$ cat config.mk
export PLATFORM = sky130hd
export DESIGN_NAME = complement_2s
export DESIGN_NICKNAME = d
export VERILOG_FILES = /design/src/rtl/complement_2s.sv
export SDC_FILE = /design/constraint.sdc
export NUM_CORES = 1
export LEC_CHECK = 0
export CORE_AREA = 8 8 45 47
export CTS_CLUSTER_DIAMETER = 120
export CTS_CLUSTER_SIZE = 40
export DETAILED_ROUTE_END_ITERATION = 7
export DIE_AREA = 0 0 53 55
export PLACE_DENSITY = 0.62
export SLEW_MARGIN = 0
export SYNTH_ARGS = -nofsm -noshare
export SYNTH_HDL_FRONTEND = slang
export SYNTH_SLANG_ARGS = --single-unit
$ cat constraint.sdc
create_clock -name clk -period 2.95 [get_ports clk]
set_input_delay 0.59 -clock clk [delete_from_list [all_inputs] [get_ports clk]]
set_output_delay 0.59 -clock clk [all_outputs]
set_load 0.01 [all_outputs]
$ cat src/rtl/complement_2s.sv
// Registered W-bit negator: two's complement (mode=0) or one's complement (mode=1) with valid/zero/ovf flags.
// Optional macro COMPLEMENT_2S_SAT_EN: saturate the most-negative operand to the most-positive value in mode 0.
module complement_2s #(
    parameter int W = 4
) (
    input  logic         clk,
    input  logic         rst_n,
    input  logic         in_valid,
    input  logic [W-1:0] data,
    input  logic         mode,
    output logic [W-1:0] out,
    output logic         out_valid,
    output logic         zero,
    output logic         ovf
);

    localparam logic [W-1:0] MOST_NEG = {1'b1, {(W-1){1'b0}}};
    localparam logic [W-1:0] MOST_POS = {1'b0, {(W-1){1'b1}}};
    localparam logic [W-1:0] ONE      = {{(W-1){1'b0}}, 1'b1};
    localparam logic [W-1:0] ALL_ZERO = {W{1'b0}};

    function automatic logic [W-1:0] negate(input logic [W-1:0] a);
        return ~a + ONE;
    endfunction

    logic [W-1:0] out_q, out_d;
    logic         valid_q, valid_d;
    logic         zero_q, zero_d;
    logic         ovf_q, ovf_d;

    // Next-state: accepted words produce a fresh result, idle cycles hold result and flags.
    always_comb begin
        out_d   = out_q;
        valid_d = 1'b0;
        zero_d  = zero_q;
        ovf_d   = ovf_q;
        if (in_valid) begin
            valid_d = 1'b1;
            if (mode) begin
                out_d = ~data;
                ovf_d = 1'b0;
            end else begin
                ovf_d = (data == MOST_NEG);
`ifdef COMPLEMENT_2S_SAT_EN
                if (data == MOST_NEG) begin
                    out_d = MOST_POS;
                end else begin
                    out_d = negate(data);
                end
`else
                out_d = negate(data);
`endif
            end
            zero_d = (out_d == ALL_ZERO);
        end else begin
            valid_d = 1'b0;
        end
    end

    // Result and flag registers with synchronous active-low reset.
    always_ff @(posedge clk) begin
        if (!rst_n) begin
            out_q   <= ALL_ZERO;
            valid_q <= 1'b0;
            zero_q  <= 1'b0;
            ovf_q   <= 1'b0;
        end else begin
            out_q   <= out_d;
            valid_q <= valid_d;
            zero_q  <= zero_d;
            ovf_q   <= ovf_d;
        end
    end

    assign out       = out_q;
    assign out_valid = valid_q;
    assign zero      = zero_q;
    assign ovf       = ovf_q;

endmodule

## Word-level counts from Yosys, hierarchy flattened

Index checks and enable logic that the tools add are counted.

| word-level totals | value |
|---|---|
| register bits | 7 |
| input port bits | 8 |
| logic and storage cells | 12 |
| output and inout bits | 7 |

| operators by class | value |
|---|---|
| reduce and logical (&&, ||, !) cells | 1 |
| bitwise gates (word level) | 1 |
| add/subtract/negate cells | 1 |
| eq/ne operators | 1 |
| multiplexer cells | 4 |

Operators with widths:

| cell | count |
|---|---|
| 2-to-1 mux 4 bit | 2 |
| adder 4 x 1 -> 4 bit (second input constant) | 1 |
| equality test 4 bit (second input constant) | 1 |
| zero test 4 bit | 1 |
| inverter 4 bit | 1 |
| 2-to-1 mux 1 bit | 2 |

## Depth between registers and ports, before layout

Gate-level depths: netlist of the first run.

| depth | value |
|---|---|
| depth in word-level cells | 5 |
| mapped depth | 6 |

## Least setup slack after synthesis of the first run

OpenSTA, ideal clock, no wires.

| timing | value |
|---|---|
| kind | input to register |
| start | input port data[0] |
| end | register out_q[2], in the netlist out[2] |
| stages | 6 |
| data required time | 2834 ps |
| buffers on the path | 0 |
| data arrival time | 1293 ps |
| setup slack | 1540 ps |
| cells stage by stage | inv_1 -> ha_1 -> and2b_2 -> xnor2_1 -> mux2i_1 -> nor2b_1 |

| on the way | value |
|---|---|
| word-level cells in the longest chain between the ends | 4 |

Ends and longest elaborated chain:

| element | line | RTL |
|---|---|---|
| start, declared | 9 | `input logic [W-1:0] data,` |
| inverter 4 bit | 23 | `return ~a + ONE;` |
| adder 4 x 1 -> 4 bit | 23 |  |
| 2-to-1 mux 4 bit | 39 | `if (mode) begin` |
| 2-to-1 mux 4 bit | 37 | `if (in_valid) begin` |
| end signal, assigned | 68 | `out_q <= out_d;` |
| end, declared | 26 | `logic [W-1:0] out_q, out_d;` |

Every way passes these cells. The select of a mux whose other input is x is not followed.
A chain may end at the register's enable or synchronous reset.

## Worst setup path after layout of the first run

| timing | value |
|---|---|
| start | input port data[1] |
| end | register zero_q, in the netlist zero |

| on the way | value |
|---|---|
| word-level cells in the longest chain between the ends | 5 |

Ends and longest elaborated chain:

| element | line | RTL |
|---|---|---|
| inverter 4 bit (*) | 23, 40 |  |
| adder 4 x 1 -> 4 bit | 23 |  |
| 2-to-1 mux 4 bit (*) | 39 |  |
| 2-to-1 mux 4 bit (*) | 37 |  |
| zero test 4 bit (*) | 54 | `zero_d = (out_d == ALL_ZERO);` |
| end signal, assigned | 70 | `zero_q <= zero_d;` |
| end, declared | 28 | `logic zero_q, zero_d;` |

Every way passes the cells marked *; elsewhere a longest branch is shown, timed or not. The select of a mux whose other input is x is not followed.

==> PnR_summary.wiki, run 1 <==
{| class="wikitable"
! Metric !! Value
|-
| Final Skew || 0 ns
|-
| Master of the slowest instance on the critical path || clkdlybuf4s50_1
|-
| Final nets || 63
|-
| Synthesized net count || 46
|-
| DR WL/cell || 12.0 um
|-
| Synth Area in Compound Gates || 0.110
|-
| Worst Tran Pin Value || 0.356 ns
|-
| Quantity of hold-fixing buffers added after cts || 0
|-
| Post-DP HPWL || 630 um
|-
| # port buffers || 14
|-
| Initial antenna violation count || 0
|-
| Synthesis warning total || 0
|-
| Placed instance count || 65
|-
| RSZ-0062 raised after global routing || false
|-
| Critical path, cell by cell || clkdlybuf4s50_1 > inv_1 > ha_1 > xnor2_1 > nor3_1 > a31oi_1 > o31ai_2
|-
| Final hold viol count || 0
|-
| Clock network latency to the later pin of the worst-skew pair || 0.25 ns
|-
| Via count of the first global-routing pass || 292
|-
| Leakage power || 0.212 nW
|-
| Core area || 0.00138 sq mm
|-
| Via count normalized by instance count || 4.39
|-
| Total power || 0.000242 W
|-
| Clock input transition at the sequential cells of the worst setup and hold paths || 0.06 ns
|-
| Fraction of power consumed by combinational cells || 0.207
|-
| Die area || 0.00292 sq mm
|-
| Power share of the clock group || 0.371
|-
| Most frequent cells in the layout || clkdlybuf4s50_1, dfxtp_1, xnor2_1
|-
| DR DRC count || 0
|-
| MaxCap Viol Count || 0
|-
| Combinational family with the most area after synthesis || simple AND/OR/NAND/NOR gates
|-
| Total standard cell area after synthesis || 375 sq um
|-
| Data arrival time of the worst path || 2.02 ns
|-
| Mux share of post-synthesis cell area || 0.0800
|-
| TritonCTS clock tree || yes
|-
| H-tree levels || 1
|-
| Post-route minimum period || 1.84 ns
|-
| Total CTS buffers || 3
|-
| Proportion of total power due to net switching || 0.254
|-
| Register bit total from synthesis || 7
|-
| Relative contribution of sequential cells to total power || 0.421
|-
| Minimum hold slack || 0.488 ns
|-
| Worst slack at placement || 0.845 ns
|-
| Starting density of the core || 0.271
|-
| N_diodes || 0
|-
| Final count of pins violating max slew || 0
|-
| XOR/XNOR Fraction of Synth Area || 0.0933
|-
| Power per standard cell area || 443 mW/mm^2
|-
| Worst IR drop on VDD || 0.227 mV
|-
| Worst stage delay on the critical path || 0.57 ns
|-
| Required arrival time at the worst endpoint || 3.13 ns
|-
| Number of nets with antenna violations after detailed routing || 0
|-
| Top fanout value on the critical path || 3
|-
| Number of cells in the finished layout apart from fillers || 69
|-
| Final worst path period share || 0.625
|-
| Global-route wire length before repair || 1270 um
|-
| Pin count of the biggest net entering global routing || 11
|-
| Sum Neg Setup Slack || 0 ns
|-
| Initial DRC Count || 3
|-
| Post-Synth Adder-Cell Area || 0.0333
|-
| Clock net sink count || 7
|-
| Weighted congestion at the end of routability-driven global placement || 0.804
|-
| Most common cell after layout, fill and taps aside || clkdlybuf4s50_1
|-
| Mapped Avg Cell Area || 10.1 sq um
|-
| Number of instances in the synthesized netlist || 37
|-
| Vias after detailed routing || 303
|-
| Post-synthesis cell type count || 22
|-
| Fin worst setup slack || 1.11 ns
|-
| Buffer type at the clock tree root || clkbuf_4
|-
| Hold/Removal Path Class || flop to flop
|-
| Area overhead of the layout relative to synthesis || 45.7%
|-
| First-pass iteration count of the detailed router || 2
|-
| Internal Power || 0.000181 W
|-
| Vertical die dimension || 55 um
|-
| Grt total ovfl || 0
|-
| Bufs on Longest Clock Path || 2
|-
| Category of the critical setup timing path || primary input to flop
|-
| Startpoint Class || primary input
|-
| Global routing usage summed across all routing layers || 0.0618
|-
| Maximum clock frequency || 543 MHz
|-
| Post-CTS Setup Repair Bufs || 0
|-
| # resized after CTS || 0
|-
| Sequential element share of the synthesized area || 0.373
|-
| Run status || finished, final reports clean
|-
| Fraction of final layout cells sized beyond drive strength 1 || 0.113
|-
| Type of element capturing the critical path || flop
|-
| Setup violations, final || 0
|-
| I/O pin cnt || 15
|-
| Rel. slew slack || 0.762
|-
| Die boundary width || 53 um
|-
| WL final || 826 um
|-
| Simple-gate share of the synthesized area || 0.250
|-
| Switching power || 0.0000616 W
|-
| Number of placement rows || 14
|}
==> through the flow <==
stage | utilization | instance area, sq um
after CTS | 0.395 | 547
after detailed placement | 0.376 | 520
after global routing | 0.395 | 547
after global placement | 0.376 | 520
after floorplan | - | 375
final | 0.395 | 547
==> power by group through the flow <==
stage	registers (W)	logic, W	clock network (W)
2_1_floorplan	0.000107	0.0000232	0
3_3_place_gp	0.000104	0.0000505	0
3_5_place_dp	0.000104	0.0000507	0
4_1_cts	0.000102	0.0000511	0.0000953
5_1_grt	0.000103	0.0000545	0.0000959
6_report	0.000102	0.0000502	0.0000900
==> path summary, 6_finish.rpt <==
check | depth (start not counted) | from | to | slack [ns]
worst max-delay path | 7 | data[1] | zero | 1.11
worst min register to register | 1 | out[1] | out[1] | 0.49
worst max register to register | 2 | ovf | ovf | 2.33
worst min-delay path | 1 | out[1] | out[1] | 0.49
==> layer usage <==
metal	up-vias	routed length [um]	global-route usage	share of wire
met5	-	0	0	0
met4	0	22	0.0517	0.027
met3	2	105	0.0321	0.13
met2	14	291	0.0840	0.35
met1	128	407	0.0701	0.49
li1	159	-	-	-
==> sequential cells by signal (all words and copies together) (netlist names) <==
| signal | count |
|---|---|
| out | 4 |
| ovf | 1 |
| out_valid | 1 |
| zero | 1 |
==> cell families (layout without fill, tap and decap cells) <==
family                     count (synthesis)  in the layout
and+or+nand+nor                           13             13
DFF                                        7              7
AOI/OAI and AO/OA                          5              5
xor gates and xnor gates                   4              4
buffers and inverters                      4             20
muxes                                      3              3
adders and majority gates                  1              1
==> Yosys cell counts, drive strengths merged <==
library cell	instances	area share
ha	1	0.033
nor3	1	0.013
o21ai	1	0.013
nand4b	1	0.023
dfxtp	7	0.37
a31oi	1	0.017
o31ai	1	0.033
nand2b	1	0.017
nand3b	1	0.020
nand2	2	0.020
buf	1	0.030
mux2i	3	0.080
inv	2	0.020
and2b	1	0.023
clkbuf	1	0.010
and2	2	0.033
a21boi	1	0.020
o211a	1	0.027
xnor2	4	0.093
nor2b	2	0.033
nor2	1	0.010
nor4	1	0.057
==> worst max-delay path, delay by kind of cell <==
kind | cells | cell delay [ns]
buffers and inverters | 2 | 0.65
AO/OA/AOI/OAI | 2 | 0.28
AND/OR/NAND/NOR | 1 | 0.16
adder cells (fa/ha/maj) | 1 | 0.21
XOR/XNOR | 1 | 0.13
==> layout make-up <==
class	count	area, sq um
sequential	7	140
inverter	2	7.51
clock buffer	4	26.3
fill	165	837
multi-input combinational	26	213
timing repair buffer	14	140
tap	16	20.0
No activity file was read; power rests on OpenSTA's default activity.
==> run 2: changes to the inputs <==
Clock period 2.95 ns to 1.9 ns, I/O delays scaled along.
==> run 2 against run 1 <==
  * Register-to-register slack lost 1.0 ns
  * Sequential power grew 55%
  * First-iteration DRC count shrank 67%
  * Sequential share of layout area shrank 0.68 points
  * Clock power grew 52%
  * Combinational power grew 62%
  * Count of clock-buffer cells in the layout is the same
  * Largest power group unchanged
  * Highest routed layer is now met3
==> PnR_summary.wiki, run 2 (synthesized netlist as in run 1, its figures left out) <==
{| class="wikitable"
! Metric !! Value
|-
| Number of nets with antenna violations after detailed routing || 0 (unchanged)
|-
| Post-CTS Setup Repair Bufs || 0 (unchanged)
|-
| FF-to-FF Start || out[1]
|-
| Max reg flops || 4 (unchanged)
|-
| Final hold viol count || 0 (unchanged)
|-
| Final Skew || 0 ns (unchanged)
|-
| Initial antenna violation count || 0 (unchanged)
|-
| Number of cells in the finished layout apart from fillers || 71 (+2.9%)
|-
| Data arrival time of the worst path || 1.67 ns (-0.35 ns)
|-
| Starting density of the core || 0.271 (unchanged)
|-
| Number of placement rows || 14 (unchanged)
|-
| Maximum clock frequency || 661 MHz
|-
| Clock network latency to the later pin of the worst-skew pair || 0.24 ns (about the same)
|-
| Most common cell after layout, fill and taps aside || clkdlybuf4s50_1
|-
| Die boundary width || 53 um (unchanged)
|-
| Global-route wire length before repair || 1440 um (+14%)
|-
| Minimum hold slack || 0.475 ns (-0.0134 ns)
|-
| Hold Path Origin || ovf
|-
| # port buffers || 14 (unchanged)
|-
| Sum Neg Setup Slack || 0 ns (unchanged)
|-
| Post-route minimum period || 1.51 ns
|-
| Most frequent cells in the layout || clkdlybuf4s50_1, dfxtp_1, xnor2_1
|-
| Final-layout fill cell count || 152 (-7.9%)
|-
| Category of the critical setup timing path || primary input to flop
|-
| Placed instance count || 67 (+3.1%)
|-
| N_diodes || 0 (unchanged)
|-
| CP startpoint || data[1]
|-
| Via count normalized by instance count || 4.38 (-0.25%)
|-
| I/O pin cnt || 15 (unchanged)
|-
| Total CTS buffers || 3 (unchanged)
|-
| Initial DRC Count || 1 (-2)
|-
| Rel. slew slack || 0.777 (+0.0147)
|-
| # resized after CTS || 0 (unchanged)
|-
| Relative contribution of sequential cells to total power || 0.420 (about the same)
|-
| Vertical die dimension || 55 um (unchanged)
|-
| Die area || 0.00292 sq mm (unchanged)
|-
| First-pass iteration count of the detailed router || 2 (unchanged)
|-
| Fraction of the core area covered by cells at the end of the flow || 0.406 (+0.0108)
|-
| Power share of the clock group || 0.364 (-0.007)
|-
| Worst Tran Pin Value || 0.334 ns (-0.0220 ns)
|-
| DR DRC count || 0 (unchanged)
|-
| Via count of the first global-routing pass || 333 (+14%)
|-
| Quantity of hold-fixing buffers added after cts || 0 (unchanged)
|-
| Setup violations, final || 0 (unchanged)
|-
| Switching power || 0.0000941 W (+53%)
|-
| Core area || 0.00138 sq mm (unchanged)
|-
| Worst IR drop on VDD || 0.207 mV (-9.1%)
|-
| Final worst path period share || 0.796
|-
| MaxCap Viol Count || 0 (unchanged)
|-
| Worst slack at placement || 0.121 ns (-0.724 ns)
|-
| Type of element capturing the critical path || flop
|-
| Buffer type at the clock tree root || clkbuf_4
|-
| Startpoint Class || primary input
|-
| Leakage power || 0.222 nW (+4.5%)
|-
| Run status || finished, final reports clean
|-
| Proportion of total power due to net switching || 0.250 (-0.00482)
|-
| H-tree levels || 1 (unchanged)
|-
| Top fanout value on the critical path || 2 (-1)
|-
| Area overhead of the layout relative to synthesis || 49.7%
|-
| Clock input transition at the sequential cells of the worst setup and hold paths || 0.06 ns (about the same)
|-
| Bufs on Longest Clock Path || 2 (unchanged)
|-
| Fin worst setup slack || 0.388 ns (-0.720 ns)
|-
| Internal Power || 0.000283 W (+57%)
|-
| Pin count of the biggest net entering global routing || 11 (unchanged)
|-
| Vias after detailed routing || 311 (+2.6%)
|-
| Final count of pins violating max slew || 0 (unchanged)
|-
| Power per standard cell area || 671 mW/mm^2 (+52%)
|-
| Fraction of final layout cells sized beyond drive strength 1 || 0.145 (+0.0322)
|-
| Final nets || 65 (+3.2%)
|-
| Required arrival time at the worst endpoint || 2.06 ns (-1.07 ns)
|-
| Grt total ovfl || 0 (unchanged)
|-
| DR WL/cell || 11.4 um (-5.1%)
|-
| WL final || 807 um (-2.3%)
|-
| Hold/Removal Path Class || flop to flop
|-
| RSZ-0062 raised after global routing || false
|-
| Weighted congestion at the end of routability-driven global placement || 0.732 (-8.9%)
|-
| TritonCTS clock tree || yes
|-
| Clock net sink count || 7 (unchanged)
|-
| Global routing usage summed across all routing layers || 0.0706 (+0.00875)
|-
| Fraction of power consumed by combinational cells || 0.216 (+0.009)
|}
[run 2: through the flow]
stage	total power, W	area [sq um]
2_1_floorplan	0.000202	375
3_3_place_gp	0.000243	536
3_5_place_dp	0.000243	536
4_1_cts	0.000389	562
5_1_grt	0.000406	562
6_report	0.000377	562
[run 2: path summary, 6_finish.rpt]
path / end / slack (ns) / depth (start not counted)
setup reg to reg: out[1] / 1.29 / 1
setup / recovery: zero / 0.39 / 6
hold reg to reg: ovf / 0.47 / 2
hold / removal: ovf / 0.47 / 2
[run 2: worst max-delay path, stage by stage]
cell	delay, ns
clkdlybuf4s50_1	0.48
inv_1	0.06
ha_1	0.29
nor3_1	0.17
a31oi_1	0.07
o31ai_2	0.22
[run 2: power groups by stage]
stage / sequential, W / clock [W] / combinational, W
3_5_place_dp: 0.000162 / 0 / 0.0000819
3_3_place_gp: 0.000161 / 0 / 0.0000817
2_1_floorplan: 0.000166 / 0 / 0.0000360
6_report: 0.000158 / 0.000137 / 0.0000814
4_1_cts: 0.000159 / 0.000148 / 0.0000827
5_1_grt: 0.000159 / 0.000157 / 0.0000902
[run 2: area by class of cell]
| cell class | instances | area, sq um | area share |
|---|---|---|---|
| multi-input combinational | 26 | 213 | 0.379 |
| timing repair buffer | 16 | 155 | 0.276 |
| sequential | 7 | 140 | 0.249 |
| clock buffer | 4 | 26.3 | 0.0468 |
| tap | 16 | 20.0 | 0.0356 |
| inverter | 2 | 7.51 | 0.0134 |
[run 2: per-layer routing]
layer,global-route usage,up-vias,share of wire
met1,0.0716,137,0.44
met2,0.0977,12,0.41
met5,0,-,0
li1,-,162,-
met3,0.0374,0,0.15
met4,0.0776,0,0
